### src/rtl/field_record_pkg.sv
// Shared types and constants for the field-record stream unpacker.
package field_record_pkg;

    // Width of the length byte and of the skip counter
    localparam int LEN_BYTE_W        = 8;
    // Default payload capacity in bytes
    localparam int MAX_BYTES_DEFAULT = 8;
    localparam int LEN_W_DEFAULT     = $clog2(MAX_BYTES_DEFAULT + 1);

    // Decoder states: id byte, length byte, payload, discard, present record
    typedef enum logic [2:0] {
        S_ID   = 3'd0,
        S_LEN  = 3'd1,
        S_DATA = 3'd2,
        S_SKIP = 3'd3,
        S_OUT  = 3'd4
    } state_t;

    // One decoded record at the default capacity
    typedef struct packed {
        logic [7:0]                     id;
        logic [LEN_W_DEFAULT-1:0]       len;
        logic [MAX_BYTES_DEFAULT*8-1:0] value;
    } record_t;

endpackage : field_record_pkg

### src/rtl/field_record_unpacker.sv
// Decodes a byte stream of (id, length, payload) records into one wide word per record.
// Out-of-range length bytes raise a one-cycle err pulse.
// Zero-length records are dropped.
// Over-long records have their payload skipped.
module field_record_unpacker
    import field_record_pkg::*;
#(
    parameter int MAX_BYTES = MAX_BYTES_DEFAULT,
    parameter int ID_W      = 8
) (
    input  logic                           clk,
    input  logic                           rst_n,
    input  logic                           in_valid,
    output logic                           in_ready,
    input  logic [7:0]                     in_data,
    output logic                           out_valid,
    input  logic                           out_ready,
    output logic [ID_W-1:0]                out_id,
    output logic [$clog2(MAX_BYTES+1)-1:0] out_len,
    output logic [MAX_BYTES*8-1:0]         out_value,
    output logic                           err
);

    localparam int LEN_W = $clog2(MAX_BYTES + 1);
    // A single-byte payload still needs a one-bit counter
    localparam int CNT_W = (MAX_BYTES > 1) ? $clog2(MAX_BYTES) : 1;
    localparam logic [LEN_BYTE_W-1:0] MAX_LEN = LEN_BYTE_W'(MAX_BYTES);

    state_t                  state_r;
    logic [CNT_W-1:0]        cnt_r;
    logic [LEN_BYTE_W-1:0]   skip_r;

    // Record framing FSM.
    // All outputs are registered here.
    // in_ready is low only while a record is being presented.
    always_ff @(posedge clk or negedge rst_n) begin
        if (!rst_n) begin
            state_r   <= S_ID;
            in_ready  <= 1'b1;
            out_valid <= 1'b0;
            err       <= 1'b0;
            out_id    <= '0;
            out_len   <= '0;
            out_value <= '0;
            cnt_r     <= '0;
            skip_r    <= '0;
        end else begin
            err <= 1'b0;
            case (state_r)
                S_ID: begin
                    if (in_valid) begin
                        out_id    <= in_data[ID_W-1:0];
                        out_value <= '0;
                        state_r   <= S_LEN;
                    end
                end
                S_LEN: begin
                    if (in_valid) begin
                        if (in_data == 8'd0) begin
                            err     <= 1'b1;
                            state_r <= S_ID;
                        end else if (in_data > MAX_LEN) begin
                            err     <= 1'b1;
                            skip_r  <= in_data;
                            state_r <= S_SKIP;
                        end else begin
                            out_len <= in_data[LEN_W-1:0];
                            cnt_r   <= '0;
                            state_r <= S_DATA;
                        end
                    end
                end
                S_DATA: begin
                    if (in_valid) begin
                        out_value[int'(cnt_r)*8 +: 8] <= in_data;
                        if (LEN_W'(cnt_r) == out_len - LEN_W'(1)) begin
                            state_r   <= S_OUT;
                            in_ready  <= 1'b0;
                            out_valid <= 1'b1;
                        end else begin
                            cnt_r <= cnt_r + CNT_W'(1);
                        end
                    end
                end
                S_SKIP: begin
                    if (in_valid) begin
                        skip_r <= skip_r - LEN_BYTE_W'(1);
                        if (skip_r == LEN_BYTE_W'(1)) begin
                            state_r <= S_ID;
                        end
                    end
                end
                S_OUT: begin
                    if (out_ready) begin
                        out_valid <= 1'b0;
                        in_ready  <= 1'b1;
                        state_r   <= S_ID;
                    end
                end
                default: begin
                    state_r   <= S_ID;
                    in_ready  <= 1'b1;
                    out_valid <= 1'b0;
                end
            endcase
        end
    end

endmodule : field_record_unpacker

### config.mk
export PLATFORM = sky130hd
export DESIGN_NAME = field_record_unpacker
export DESIGN_NICKNAME = d
export VERILOG_FILES = /design/src/rtl/field_record_pkg.sv /design/src/rtl/field_record_unpacker.sv
export SDC_FILE = /design/constraint.sdc
export NUM_CORES = 1
export LEC_CHECK = 0
export BUFFER_PORTS_ARGS = -buffer_cell sky130_fd_sc_hd__buf_2
export CORE_MARGIN = 1
export CORE_UTILIZATION = 32
export CTS_BUF_LIST = sky130_fd_sc_hd__clkbuf_2
export DETAILED_ROUTE_END_ITERATION = 10
export GPL_TIMING_DRIVEN = 0
export HOLD_SLACK_MARGIN = 0.03
export PLACE_DENSITY = 0.5
export SYNTH_ARGS = -nofsm -noshare
export SYNTH_HDL_FRONTEND = slang
export SYNTH_SLANG_ARGS = --single-unit
### constraint.sdc
create_clock -name clk -period 2.25 [get_ports clk]
set_input_delay 0.225 -clock clk [delete_from_list [all_inputs] [get_ports clk]]
set_output_delay 0.225 -clock clk [all_outputs]
set_load 0.005 [all_outputs]
==> run metrics <==
I/O Buffers 90; FFs w/ async S/R, synth 100%; worst slew pin tran 0.927 ns; final slew viol count 0; first-pass GRT wire length 17600 um; syn_area_per_cell 12.1 um^2; crit path kind reg -> reg; HP Class in -> reg; CTS sink count 93; total CTS buffers 9; DIE AREA 13600 um^2; setup_tns 0 ns; vias 3225; RR Startpoint cnt_r[0]$_DFFE_PN0P_; post-synth net total 367; vias in the first global route 3050; Fin Clk Skew 0.0177 ns; status completed; hold path startpoint in_data[7]; Core ar. 12700 um^2; final WL 11500 um; final worst path period need 2.15 ns; gr ovfl total 0; Placed Area 4900 um^2; Clock transition at path regs 0.24 ns; post-route insts no fill 634; r2r endpoint out_value[19]$_DFFE_PN0P_; Lkg Pwr 0.00248 uW; Area Growth Syn to Fin 23.5%; Seq/Total Area, Yosys 55.3%; Hold Path End state_r[1]$_DFFE_PN0P_; Final setup viols 0; final worst-path cycle share 95.3%; drt via density 5.09; clk_lat worst skew 0.55 ns; nature of the critical path endpoint register; FF-to-FF path depth 9; gr usage total 17.6%; synth warn 0; top cell type's share of synthesized area 54.7%; Fin Hold WS 0.0966 ns; Synth cell types 59; sequential share of power 42.9%; Cell Area, Synth 4210 um^2; clk root buf clkbuf_2; num ports 91; synthesized instance count 348; top_reg_cell synth dfrtp_1; gpl congestion 0.800; Worst EP arrival 2.64 ns; Pwr per Cell Area 1190 nW/um^2; initial antenna violation count 0; Hold Crit Depth 5; post-route design area 5190 um^2; Antenna diodes 0; placed cell count 611; peak supply drop 0.000350 V; 1st-pass router iterations 4; internal power 3840 uW; headroom to the max-slew limit 38.2%; Sw Share 37.9%; CTS tree yes; dpl hpwl 7670 um; Yosys reg bits 93; Post-synth EDFFs 0; Fmax achieved 466 MHz; Die H 117 um; Residual DRC 0; Total Power 6180 uW; clk buf depth 2; initial core utilization 33.1%; Max-Cap Viols 0; layout cells sized above 1 33.3%; Hold Vio Cnt, Final 0; RSZ-0062 raised after global routing false; Worst Setup Start Kind register; Core Rows 41; Crit path required time 2.75 ns; commonest non-fill, non-tap cells in the layout buf_2 (96), dfrtp_1 (92), a22o_1 (64); maximum fanout along the worst path 10; combinational share of power 44.1%; commonest non-fill, non-tap cell in the layout buf_2; Clk pwr share 13.0%; reg2reg setup slack 0.10 ns; Psw 2340 uW; ANT nets after route 0; Die X 117 um; Final Net Count 478; drt first-iter violations 202; largest net degree at the start of global routing 51; synth top area cells dfrtp_1 (55%), a22o_1 (13%), mux2_4 (2.9%); routed len/inst 18.1 um; dominant cell type by area after synthesis dfrtp_1; H-tree levels 3
## Yosys cell counts, drive strengths merged (2+ instances only)
| master | count |
|---|---|
| nand3 | 3 |
| a21oi | 12 |
| o31ai | 4 |
| a22o | 64 |
| and3 | 3 |
| and3b | 2 |
| inv | 11 |
| clkbuf | 10 |
| nand2b | 6 |
| nor3b | 2 |
| nor4 | 8 |
| or2 | 3 |
| mux2i | 2 |
| nand3b | 4 |
| a211oi | 5 |
| nor2b | 2 |
| xnor2 | 2 |
| nand2 | 11 |
| a31oi | 3 |
| mux2 | 12 |
| ha | 7 |
| nor3 | 8 |
| dfrtp | 92 |
| or3 | 2 |
| nor2 | 20 |
| o21ai | 17 |
| o22a | 4 |
| buf | 11 |
## logic make-up after synthesis
| kind of cell | synth area share (%) |
|---|---|
| xor+xnor | 0.625 |
| buf+inv | 3.30 |
| simple gates | 12.7 |
| flops | 55.3 |
| mux | 4.40 |
| compound gates | 21.5 |
| fa+ha+maj | 2.08 |
## repair_timing
action | CTS | global route
endpoints found under the hold margin | 51 | 0
gates resized for setup | 11 | 15
hold buffers | 7 | 0
buffers inserted | 2 | 1
endpoints found under the setup margin | 48 | 64
pin swaps | 1 | 1
cloned | 0 | 0
## critical path, stage by stage, from the launching register on
cell      delay, ns
dfrtp_1        0.42
buf_6          0.17
inv_1          0.05
ha_1           0.26
clkbuf_4       0.19
nand2b_1       0.13
or2_2          0.35
nor4_4         0.24
buf_6          0.17
a22o_1         0.13
## power groups by stage
stage | clock [uW] | combinational (uW) | sequential [uW]
final | 801 | 2730 | 2650
after CTS | 847 | 2610 | 2660
after global routing | 907 | 3030 | 2730
after floorplan | 0 | 1600 | 2670
after detailed placement | 0 | 2530 | 2690
after global placement | 0 | 2480 | 2680
## metal layers
metal / global-route usage (%) / up-vias / part of all wire, %
li1: - / 1535 / -
met2: 26.8 / 84 / 44
met5: 0 / - / 0
met4: 4.81 / 0 / 0.87
met3: 3.53 / 10 / 5.8
met1: 25.4 / 1596 / 49
## flip-flops by register name, summed over array words and instances, names as in the netlist
signal / count
cnt_r: 3
out_id: 8
state_r: 3
out_value: 64
out_valid: 1
skip_r: 8
in_ready: 1
err: 1
out_len: 4
## how the worst max path moves through the flow
| stage | startpoint | to | slack [ns] |
|---|---|---|---|
| after floorplan | cnt_r[0]$_DFFE_PN0P_ | out_value[36]$_DFFE_PN0P_ | 0.11 |
| after global placement | cnt_r[0]$_DFFE_PN0P_ | out_value[33]$_DFFE_PN0P_ | -0.15 |
| after detailed placement | cnt_r[0]$_DFFE_PN0P_ | out_value[23]$_DFFE_PN0P_ | -0.20 |
| after CTS | cnt_r[0]$_DFFE_PN0P_ | out_value[37]$_DFFE_PN0P_ | 0.002 |
| after global routing | cnt_r[0]$_DFFE_PN0P_ | out_value[46]$_DFFE_PN0P_ | 0.008 |
| final | cnt_r[0]$_DFFE_PN0P_ | out_value[19]$_DFFE_PN0P_ | 0.10 |
## cell type report
cell class                 instances  area [um^2]
buffer                            20          106
clock buffer                      10         50.0
clock inverter                     4         51.3
fill                            1298         7530
inverter                          11         41.3
multi-input combinational        223         1830
sequential                        93         2330
tap                              172          215
timing repair buffer             101          577
## stage by stage
stage / utilization, % / setup WS [ns]
floorplan: - / 0.108
global placement: 38.3 / -0.154
detailed placement: 38.5 / -0.195
CTS: 40.2 / 0.00245
global route: 40.8 / 0.00840
finish: 40.8 / 0.105
Power figures use the tool's default switching activity.
